## src/rtl/comp_pkg.sv

```systemverilog
// Shared types for the digit-serial magnitude comparator.
package comp_pkg;

    // Controller states: waiting for operands, scanning digits, holding the result.
    typedef enum logic [1:0] {
        IDLE = 2'd0,
        SCAN = 2'd1,
        DONE = 2'd2
    } state_t;

    // One-hot result, bit order {L, E, S}.
    typedef logic [2:0] cmp_res_t;

    localparam cmp_res_t RES_GT   = 3'b100;
    localparam cmp_res_t RES_EQ   = 3'b010;
    localparam cmp_res_t RES_LT   = 3'b001;
    localparam cmp_res_t RES_NONE = 3'b000;

    // Maps a digit-level greater/less decision onto the one-hot encoding.
    function automatic cmp_res_t res_from_flags(input logic gt, input logic lt);
        if (gt)
            return RES_GT;
        if (lt)
            return RES_LT;
        return RES_EQ;
    endfunction

endpackage

```

## src/rtl/comp_digit.sv

```systemverilog
// Combinational magnitude compare of two DIGIT-bit slices, MSB has priority.
module comp_digit #(
    parameter int DIGIT = 4
) (
    input  logic [DIGIT-1:0] x,
    input  logic [DIGIT-1:0] y,
    output logic             gt,
    output logic             eq,
    output logic             lt
);

    logic [DIGIT-1:0] beq;
    logic             above;

    assign beq = ~(x ^ y);

    // Walk from the MSB down; the first unequal bit decides, lower bits are masked.
    always_comb begin
        gt    = 1'b0;
        lt    = 1'b0;
        above = 1'b1;
        for (int i = DIGIT - 1; i >= 0; i--) begin
            gt    = gt | (above & x[i] & ~y[i]);
            lt    = lt | (above & ~x[i] & y[i]);
            above = above & beq[i];
        end
        eq = above;
    end

endmodule

```

## src/rtl/serial_mag_comp.sv

```systemverilog
// Digit-serial MSB-first magnitude comparator with valid/ready on both sides.
// Signed operands are mapped to offset-binary by flipping the sign bit, so a
// single unsigned digit scan serves both modes.
module serial_mag_comp
    import comp_pkg::*;
#(
    parameter int WIDTH      = 32,
    parameter int DIGIT      = 4,
    parameter int EARLY_EXIT = 1
) (
    input  logic             clk,
    input  logic             rst_n,
    input  logic             in_valid,
    output logic             in_ready,
    input  logic [WIDTH-1:0] a,
    input  logic [WIDTH-1:0] b,
    input  logic             signed_mode,
    output logic             out_valid,
    input  logic             out_ready,
    output logic             L,
    output logic             E,
    output logic             S,
    output logic             busy
);

    localparam int NDIG = WIDTH / DIGIT;
    localparam int CW   = (NDIG > 1) ? $clog2(NDIG) : 1;

    localparam logic [WIDTH-1:0] SIGN_BIT = WIDTH'(1) << (WIDTH - 1);

    state_t           state, state_nxt;
    logic [WIDTH-1:0] sh_a, sh_b;
    logic [CW-1:0]    cnt;
    cmp_res_t         res_q, res_nxt;
    cmp_res_t         first_q;
    logic             seen_q;
    logic             ov_q;

    logic             dgt, deq, dlt;
    cmp_res_t         dig_res;
    logic             accept;
    logic             last;
    logic [WIDTH-1:0] flip;

    comp_digit #(
        .DIGIT(DIGIT)
    ) u_digit (
        .x (sh_a[WIDTH-1 -: DIGIT]),
        .y (sh_b[WIDTH-1 -: DIGIT]),
        .gt(dgt),
        .eq(deq),
        .lt(dlt)
    );

    assign dig_res = res_from_flags(dgt, dlt);
    assign accept  = (state == IDLE) && in_valid;
    assign last    = (cnt == '0);
    assign flip    = signed_mode ? SIGN_BIT : '0;

    // State register.
    always_ff @(posedge clk or negedge rst_n) begin
        if (!rst_n)
            state <= IDLE;
        else
            state <= state_nxt;
    end

    // Next-state and the result to register when the scan finishes.
    always_comb begin
        state_nxt = state;
        res_nxt   = RES_NONE;
        case (state)
            IDLE: begin
                if (in_valid)
                    state_nxt = SCAN;
            end
            SCAN: begin
                if ((EARLY_EXIT != 0) && !deq) begin
                    state_nxt = DONE;
                    res_nxt   = dig_res;
                end else if (last) begin
                    state_nxt = DONE;
                    res_nxt   = seen_q ? first_q : dig_res;
                end
            end
            DONE: begin
                if (out_ready)
                    state_nxt = IDLE;
            end
            default: state_nxt = IDLE;
        endcase
    end

    // Operand shift registers, digit counter, first-difference latch and result register.
    always_ff @(posedge clk or negedge rst_n) begin
        if (!rst_n) begin
            sh_a    <= '0;
            sh_b    <= '0;
            cnt     <= '0;
            seen_q  <= 1'b0;
            first_q <= RES_NONE;
            res_q   <= RES_NONE;
            ov_q    <= 1'b0;
        end else if (accept) begin
            sh_a    <= a ^ flip;
            sh_b    <= b ^ flip;
            cnt     <= CW'(NDIG - 1);
            seen_q  <= 1'b0;
            first_q <= RES_NONE;
        end else if (state == SCAN) begin
            if (state_nxt == DONE) begin
                res_q <= res_nxt;
                ov_q  <= 1'b1;
            end else begin
                sh_a <= sh_a << DIGIT;
                sh_b <= sh_b << DIGIT;
                cnt  <= cnt - 1'b1;
                if (!deq && !seen_q) begin
                    seen_q  <= 1'b1;
                    first_q <= dig_res;
                end
            end
        end else if ((state == DONE) && out_ready) begin
            res_q <= RES_NONE;
            ov_q  <= 1'b0;
        end
    end

    assign {L, E, S} = res_q;
    assign out_valid = ov_q;
    assign in_ready  = (state == IDLE);
    assign busy      = (state != IDLE);

endmodule

```

## config.mk

```make
export PLATFORM = sky130hd
export DESIGN_NAME = serial_mag_comp
export DESIGN_NICKNAME = d
export VERILOG_FILES = /design/src/rtl/comp_pkg.sv /design/src/rtl/comp_digit.sv /design/src/rtl/serial_mag_comp.sv
export SDC_FILE = /design/constraint.sdc
export NUM_CORES = 1
export LEC_CHECK = 0
export CORE_AREA = 2 2 84 86
export DETAILED_ROUTE_END_ITERATION = 12
export DIE_AREA = 0 0 86 88
export PLACE_DENSITY_LB_ADDON = 0.08
export SLEW_MARGIN = 20
export SYNTH_ARGS = -nofsm -noshare
export SYNTH_HDL_FRONTEND = slang
export SYNTH_SLANG_ARGS = --single-unit
```

## constraint.sdc

```tcl
create_clock -name clk -period 5.2 [get_ports clk]
set_clock_uncertainty 0.15 [all_clocks]
set_input_delay 1.04 -clock clk [delete_from_list [all_inputs] [get_ports clk]]
set_output_delay 1.04 -clock clk [all_outputs]
set_load 0.02 [all_outputs]
```

==> impl_summary.txt, run 1 <==
----------------------------------------------------
[Clocking]
  Number of buffers added to fix hold violations after cts ... 0
  TritonCTS clock tree ... yes
  Number of instances resized during post-cts repair ... 0
  Clock Sinks ... 77
  Worst-Skew Late Latency ... 0.35 ns
  Maximum buffer depth of the clock tree ... 2
  Number of clock buffers inserted by TritonCTS ... 9
  Post-CTS setup-driven buffer insertion count ... 0
  Root buffer cell ... clkbuf_8
  Clock transition at the register clock pins on the worst setup and hold paths after CTS ... 0.07 ns
  CTS H-tree depth ... 3

[Logic synthesis]
  Synth Area per Inst ... 10.0 µm²
  EDFF count, synth ... 0
  Post-synthesis cell type count ... 37
  Number of nets produced by synthesis ... 432
  Number of standard cells after synthesis ... 359
  Top area cells in the synthesized netlist ... dfrtp_1, a221o_1, nand3_1
  Number of synthesized register bits ... 77
  Leading register cell type out of synthesis ... dfrtp_1
  Synthesis warning total ... 0
  Top cell type's share of synthesized area ... 0.534
  Share of async-settable or async-resettable flops after synthesis ... 1.00
  Summed instance area of the synthesized netlist ... 3610 µm²
  Sequential cell area fraction in the yosys report ... 0.534
  Yosys top cell by area ... dfrtp_1

[Run status]
  Status ... completed

[Floorplanning]
  Placement Rows ... 30
  Initial core utilization ... 0.543
  Horiz. Die Dim ... 86 µm
  Height of the die ... 88 µm
  Area of the die ... 7570 µm²
  Total core area ... 6640 µm²
  IO Pins ... 75

[Power]
  Static leakage power ... 2.09 nW
  Sequential cell fraction of total power ... 0.413
  Combinational share of power ... 0.360
  Switching Share ... 0.340
  Pwr Density ... 551 nW/µm²
  Worst IR drop on VDD ... 0.000236 V
  Cell-internal power ... 1.67 mW
  Total net switching power ... 857 µW
  Clock Power Share ... 0.227

[Timing]
  Final setup violating endpoints ... 0
  Max-slew violation count ... 0
  Clock period minus final worst setup slack ... 2.96 ns
  Remaining max-slew budget at the tightest pin ... 0.366
  Count of final hold-check violations ... 0
  Final period utilization ... 0.569
  Setup_tns ... 0 ns
  Slew of the pin with the lowest slew margin ... 0.951 ns
  Highest Clock Rate ... 0.338 GHz
  RSZ-0062 raised after global routing ... false

[Drt]
  Length of the first detailed-routing pass in iterations ... 5
  DR DRC count ... 0
  Post-DR wirelength/cell ... 16.5 µm
  Total wire length after detailed routing ... 8.25 mm
  Detail-routed via count per cell ... 5.88
  Number of antenna-violating nets in the routed design ... 0
  Vias ... 2946
  Starting DRC count in detailed routing ... 251

[Worst setup path]
  Type of origin of the critical path ... flip-flop
  Type of the setup path with the least slack ... reg2out
  Highest fanout seen on the critical path ... 4
  Data arrival time of the critical path ... 1.77 ns
  CP endpoint kind ... output port
  Required time reported for the critical path endpoint ... 4.01 ns

[Cells and area]
  Fin util ... 0.689
  Area overhead of the layout relative to synthesis ... 26.9%
  Number of fill cells in the layout ... 540
  Multi-input logic area ... 1510 µm²
  Inserted Diodes ... 0
  Post-layout net count ... 489
  Seq. cell area ... 1930 µm²
  Share of final-layout standard cells stronger than drive strength 1 ... 0.0546

[Global routing]
  Overall routing resource usage ... 0.234
  Global-route wire length before repair ... 13.7 mm
  Overflow left after global routing ... 0
  Number of antenna violations at the first check in global routing ... 0
  Largest net degree at the start of global routing ... 78
  Number of global-route vias before repair ... 2825

[Worst hold path]
  Class of the tightest hold or removal check ... reg2reg

[Place]
  GP Congestion ... 0.844
  I/O Buffers ... 74
  Total half-perimeter wirelength after legalization and detailed placement ... 5.06 mm

[Run]
  Number of violations of the max-capacitance limit ... 0

----------------------------------------------------
stage by stage:
stage / total power, mW / setup slack (ns) / cell area (µm²) / hold slack [ns] / instances
2_1_floorplan: 1.68 / 3.04 / 3610 / 0.303 / 359
3_3_place_gp: 1.92 / 2.05 / 4320 / 0.311 / 485
3_5_place_dp: 1.95 / 2.03 / 4320 / 0.313 / 485
4_1_cts: 2.54 / 2.21 / 4580 / 0.331 / 501
5_1_grt: 2.71 / 2.16 / 4580 / 0.362 / 501
6_report: 2.52 / 2.24 / 4580 / 0.328 / 501
cells in the mapped netlist (6+ instances only):
cell / instances
a221o_1: 34
and3_1: 34
clkbuf_1: 17
dfrtp_1: 77
inv_1: 8
nand2_1: 51
nand3_1: 60
o21ai_0: 12
xnor2_1: 6
power groups by stage:
stage	registers [mW]	logic (mW)	clock network (mW)
2_1_floorplan	1.00	0.684	0
3_3_place_gp	1.05	0.877	0
3_5_place_dp	1.05	0.906	0
4_1_cts	1.04	0.916	0.583
5_1_grt	1.07	1.02	0.609
6_report	1.04	0.908	0.572
final cells by class:
class	count	share of cell area
clock buffer	13	0.0369
clock inverter	3	0.0197
inverter	8	0.00656
multi-input combinational	244	0.329
sequential	77	0.421
tap	80	0.0219
timing repair buffer	76	0.165
routing by layer:
layer,global-route usage,wire (µm)
met2,0.354,3820
met1,0.338,3830
met4,0.0981,156
met5,0,0
met3,0.0386,442
worst max-delay path, stage by stage, from the launching register on:
cell	delay, ns
dfrtp_1	0.40
nor2_1	0.34
clkdlybuf4s50_1	0.69
cells by family after synthesis:
logic type      share of synthesized area
simple gates                        0.248
flops                               0.534
compound gates                      0.135
buf+inv                            0.0510
xor+xnor                           0.0146
fa+ha+maj                          0.0166
final timing paths:
kind | cells past startpoint | from | to | slack [ns]
hold / removal | 2 | out_valid | out_valid | 0.33
setup / recovery | 2 | state[0] | in_ready | 2.24
hold reg to reg | 2 | out_valid | out_valid | 0.33
max in group asynchronous | 1 | rst_n | sh_b[14] | 3.61
setup reg to reg | 6 | sh_a[31] | sh_b[14] | 2.40
min in group asynchronous | 1 | rst_n | out_valid | 0.69
cell usage in the layout (no fill, tap or decap), types with 3 or more instances in the layout:
| cell | Yosys | routed |
|---|---|---|
| clkdlybuf4s50_1 | 0 | 73 |
| bufinv_16 | 0 | 3 |
| buf_4 | 0 | 3 |
| nand3_1 | 60 | 60 |
| o21ai_0 | 12 | 12 |
| xnor2_1 | 6 | 6 |
| and3_1 | 34 | 34 |
| ha_1 | 4 | 4 |
| inv_1 | 8 | 8 |
| nor2_1 | 5 | 5 |
| a221o_1 | 34 | 34 |
| o211ai_1 | 4 | 4 |
| nand2_1 | 51 | 50 |
| dfrtp_1 | 77 | 77 |
| nand4_1 | 4 | 4 |
| clkbuf_8 | 0 | 12 |
| nand2b_1 | 3 | 3 |
| and2_1 | 5 | 4 |
registers in the layout, indices dropped and copies added (netlist names):
register / flops
res_q: 3
state: 2
first_q: 3
sh_b: 32
out_valid: 1
cnt: 3
seen_q: 1
sh_a: 32
Note: power is estimated with default switching activity, not from simulation.
==> run 2: changes to the inputs <==
CORE_AREA = 2 2 88 90   (was 2 2 84 86)
DIE_AREA = 0 0 90 92   (was 0 0 86 88)
clock period = 2.81 ns   (was 5.2 ns; I/O delays follow)
==> impl_summary.txt, run 2 (synthesis results as in run 1) <==
----------------------------------------------------
[Run status]
  Status ... completed

[Global routing]
  Largest net degree at the start of global routing ... 78 (unchanged)
  Global-route wire length before repair ... 13.8 mm (+0.75%)
  Number of global-route vias before repair ... 2777 (-1.7%)
  Overflow left after global routing ... 0 (unchanged)
  Number of antenna violations at the first check in global routing ... 0 (unchanged)
  Overall routing resource usage ... 0.211 (-0.0236)

[Power]
  Static leakage power ... 2.11 nW (+0.97%)
  Switching Share ... 0.355 (+0.0158)
  Total net switching power ... 1.61 mW (+87%)
  Cell-internal power ... 2.91 mW (+75%)
  Worst IR drop on VDD ... 0.000431 V (+82%)
  Clock Power Share ... 0.187 (-0.040)
  Sequential cell fraction of total power ... 0.425 (+0.012)
  Combinational share of power ... 0.387 (+0.027)
  Pwr Density ... 973 nW/µm² (+76%)

[Timing]
  Remaining max-slew budget at the tightest pin ... 0.541 (+0.175)
  Count of final hold-check violations ... 0 (unchanged)
  Slew of the pin with the lowest slew margin ... 0.689 ns (-0.263 ns)
  Final setup violating endpoints ... 0 (unchanged)
  Slack of the critical path ... 0.278 ns (-1.96 ns)
  Min Hold Slack ... 0.0588 ns (-0.270 ns)
  RSZ-0062 raised after global routing ... false
  Clock period minus final worst setup slack ... 2.53 ns
  Final period utilization ... 0.901
  Setup_tns ... 0 ns (unchanged)
  Highest Clock Rate ... 0.395 GHz
  Max-slew violation count ... 0 (unchanged)

[Drt]
  Number of antenna-violating nets in the routed design ... 0 (unchanged)
  Length of the first detailed-routing pass in iterations ... 4 (-1)
  M1 wire length ... 4.09 mm (+6.7%)
  DR DRC count ... 0 (unchanged)
  Post-DR wirelength/cell ... 15.8 µm (-4.0%)
  Routed wire length on met2 ... 3.81 mm (-0.39%)
  Vias ... 2985 (+1.3%)
  Total wire length after detailed routing ... 8.37 mm (+1.5%)
  Uppermost layer routed ... met4
  Total length of routed met3 wires ... 376 µm (-15%)
  Starting DRC count in detailed routing ... 245 (-2.4%)
  Detail-routed via count per cell ... 5.63 (-4.2%)

[Clocking]
  CTS H-tree depth ... 3 (unchanged)
  Clock Sinks ... 77 (unchanged)
  Number of buffers added to fix hold violations after cts ... 0 (unchanged)
  Number of instances resized during post-cts repair ... 0 (unchanged)
  TritonCTS clock tree ... yes
  Clock transition at the register clock pins on the worst setup and hold paths after CTS ... 0.08 ns (about the same)
  Maximum buffer depth of the clock tree ... 2 (unchanged)
  Post-CTS setup-driven buffer insertion count ... 0 (unchanged)
  Worst-Skew Late Latency ... 0.35 ns (about the same)
  Root buffer cell ... clkbuf_8
  Number of clock buffers inserted by TritonCTS ... 9 (unchanged)

[Worst setup path]
  Type of origin of the critical path ... flip-flop
  Highest fanout seen on the critical path ... 55 (+51)
  Data arrival time of the critical path ... 2.61 ns (+0.84 ns)
  CP endpoint kind ... flip-flop
  Type of the setup path with the least slack ... reg2reg
  R2r setup slk ... 0.28 ns (-2.12 ns)
  Required time reported for the critical path endpoint ... 2.89 ns (-1.12 ns)

[Cells and area]
  Area overhead of the layout relative to synthesis ... 28.8%
  Commonest cells after routing, fill and taps aside ... dfrtp_1, clkdlybuf4s50_1, nand3_1
  Post-layout net count ... 496 (+1.4%)
  Most common cell after layout, fill and taps aside ... dfrtp_1
  Largest registers ... sh_a x32, sh_b x32
  Number of fill cells in the layout ... 654 (+21%)
  Share of final-layout standard cells stronger than drive strength 1 ... 0.0724 (+0.0178)
  Inserted Diodes ... 0 (unchanged)

[Floorplanning]
  Initial core utilization ... 0.484 (-0.0586)
  Placement Rows ... 32 (+6.7%)
  Area of the die ... 8280 µm² (+9.4%)
  Horiz. Die Dim ... 90 µm (+4.7%)
  Height of the die ... 92 µm (+4.5%)
  IO Pins ... 75 (unchanged)
  Total core area ... 7450 µm² (+12%)

[Run]
  Number of violations of the max-capacitance limit ... 0 (unchanged)

[Place]
  GP Congestion ... 0.813 (-3.7%)
  I/O Buffers ... 74 (unchanged)
  Worst setup slack before clock tree synthesis ... 0.295 ns (-1.74 ns)
  Total half-perimeter wirelength after legalization and detailed placement ... 5.33 mm (+5.4%)

[Worst hold path]
  Class of the tightest hold or removal check ... in2async

----------------------------------------------------
[run 2: cell types whose count changed in the layout (fill, tap and decap cells not counted), moves of 2 or more]
cell / delta
clkbuf_8: -2
buf_12: +4
bufinv_16: -2
clkinv_2: +3
buf_4: +3
[run 2: per-layer routing]
metal / vias to the layer above / track usage
met5: - / 0
met4: 0 / 0.0769
met3: 9 / 0.0337
met2: 93 / 0.308
met1: 1448 / 0.318
li1: 1435 / -
[run 2: power by group through the flow]
stage	registers, mW	logic, mW	clock network (mW)
floorplan	1.85	1.27	0
global placement	1.93	1.70	0
detailed placement	1.93	1.75	0
CTS	1.92	1.76	0.864
global route	1.98	1.96	0.915
finish	1.92	1.75	0.847
[run 2: area by class of cell]
| cell class | instances | area, µm² | share of cell area |
|---|---|---|---|
| clock inverter | 6 | 61.3 | 0.0132 |
| inverter | 8 | 30.0 | 0.00646 |
| multi-input combinational | 244 | 1510 | 0.324 |
| sequential | 77 | 1930 | 0.415 |
| tap | 102 | 128 | 0.0275 |
| timing repair buffer | 83 | 856 | 0.184 |
| clock buffer | 10 | 138 | 0.0296 |
[run 2: worst paths after layout]
kind	start	end	depth (start not counted)
max	sh_a[31]	sh_b[27]	7
min	rst_n	out_valid	2
max reg2reg	sh_a[31]	sh_b[27]	7
min reg2reg	out_valid	out_valid	2
max in group asynchronous	rst_n	sh_b[13]	2
min in group clk	out_valid	out_valid	2
[run 2: through the flow]
step | power (mW) | area, µm² | instances | utilization
detailed placement | 3.69 | 4450 | 514 | 0.597
finish | 4.52 | 4650 | 530 | 0.624
floorplan | 3.12 | 3610 | 359 | -
global route | 4.86 | 4650 | 530 | 0.624
CTS | 4.55 | 4650 | 530 | 0.624
global placement | 3.63 | 4450 | 514 | 0.597
[run 2: worst max-delay path, stage by stage (launching register included)]
cell and delay (ns):
dfrtp_1 0.37, inv_1 0.05, ha_1 0.37, nand4_1 0.19
or3_2 0.45, buf_4 0.29, and3_1 0.26, a221o_1 0.27
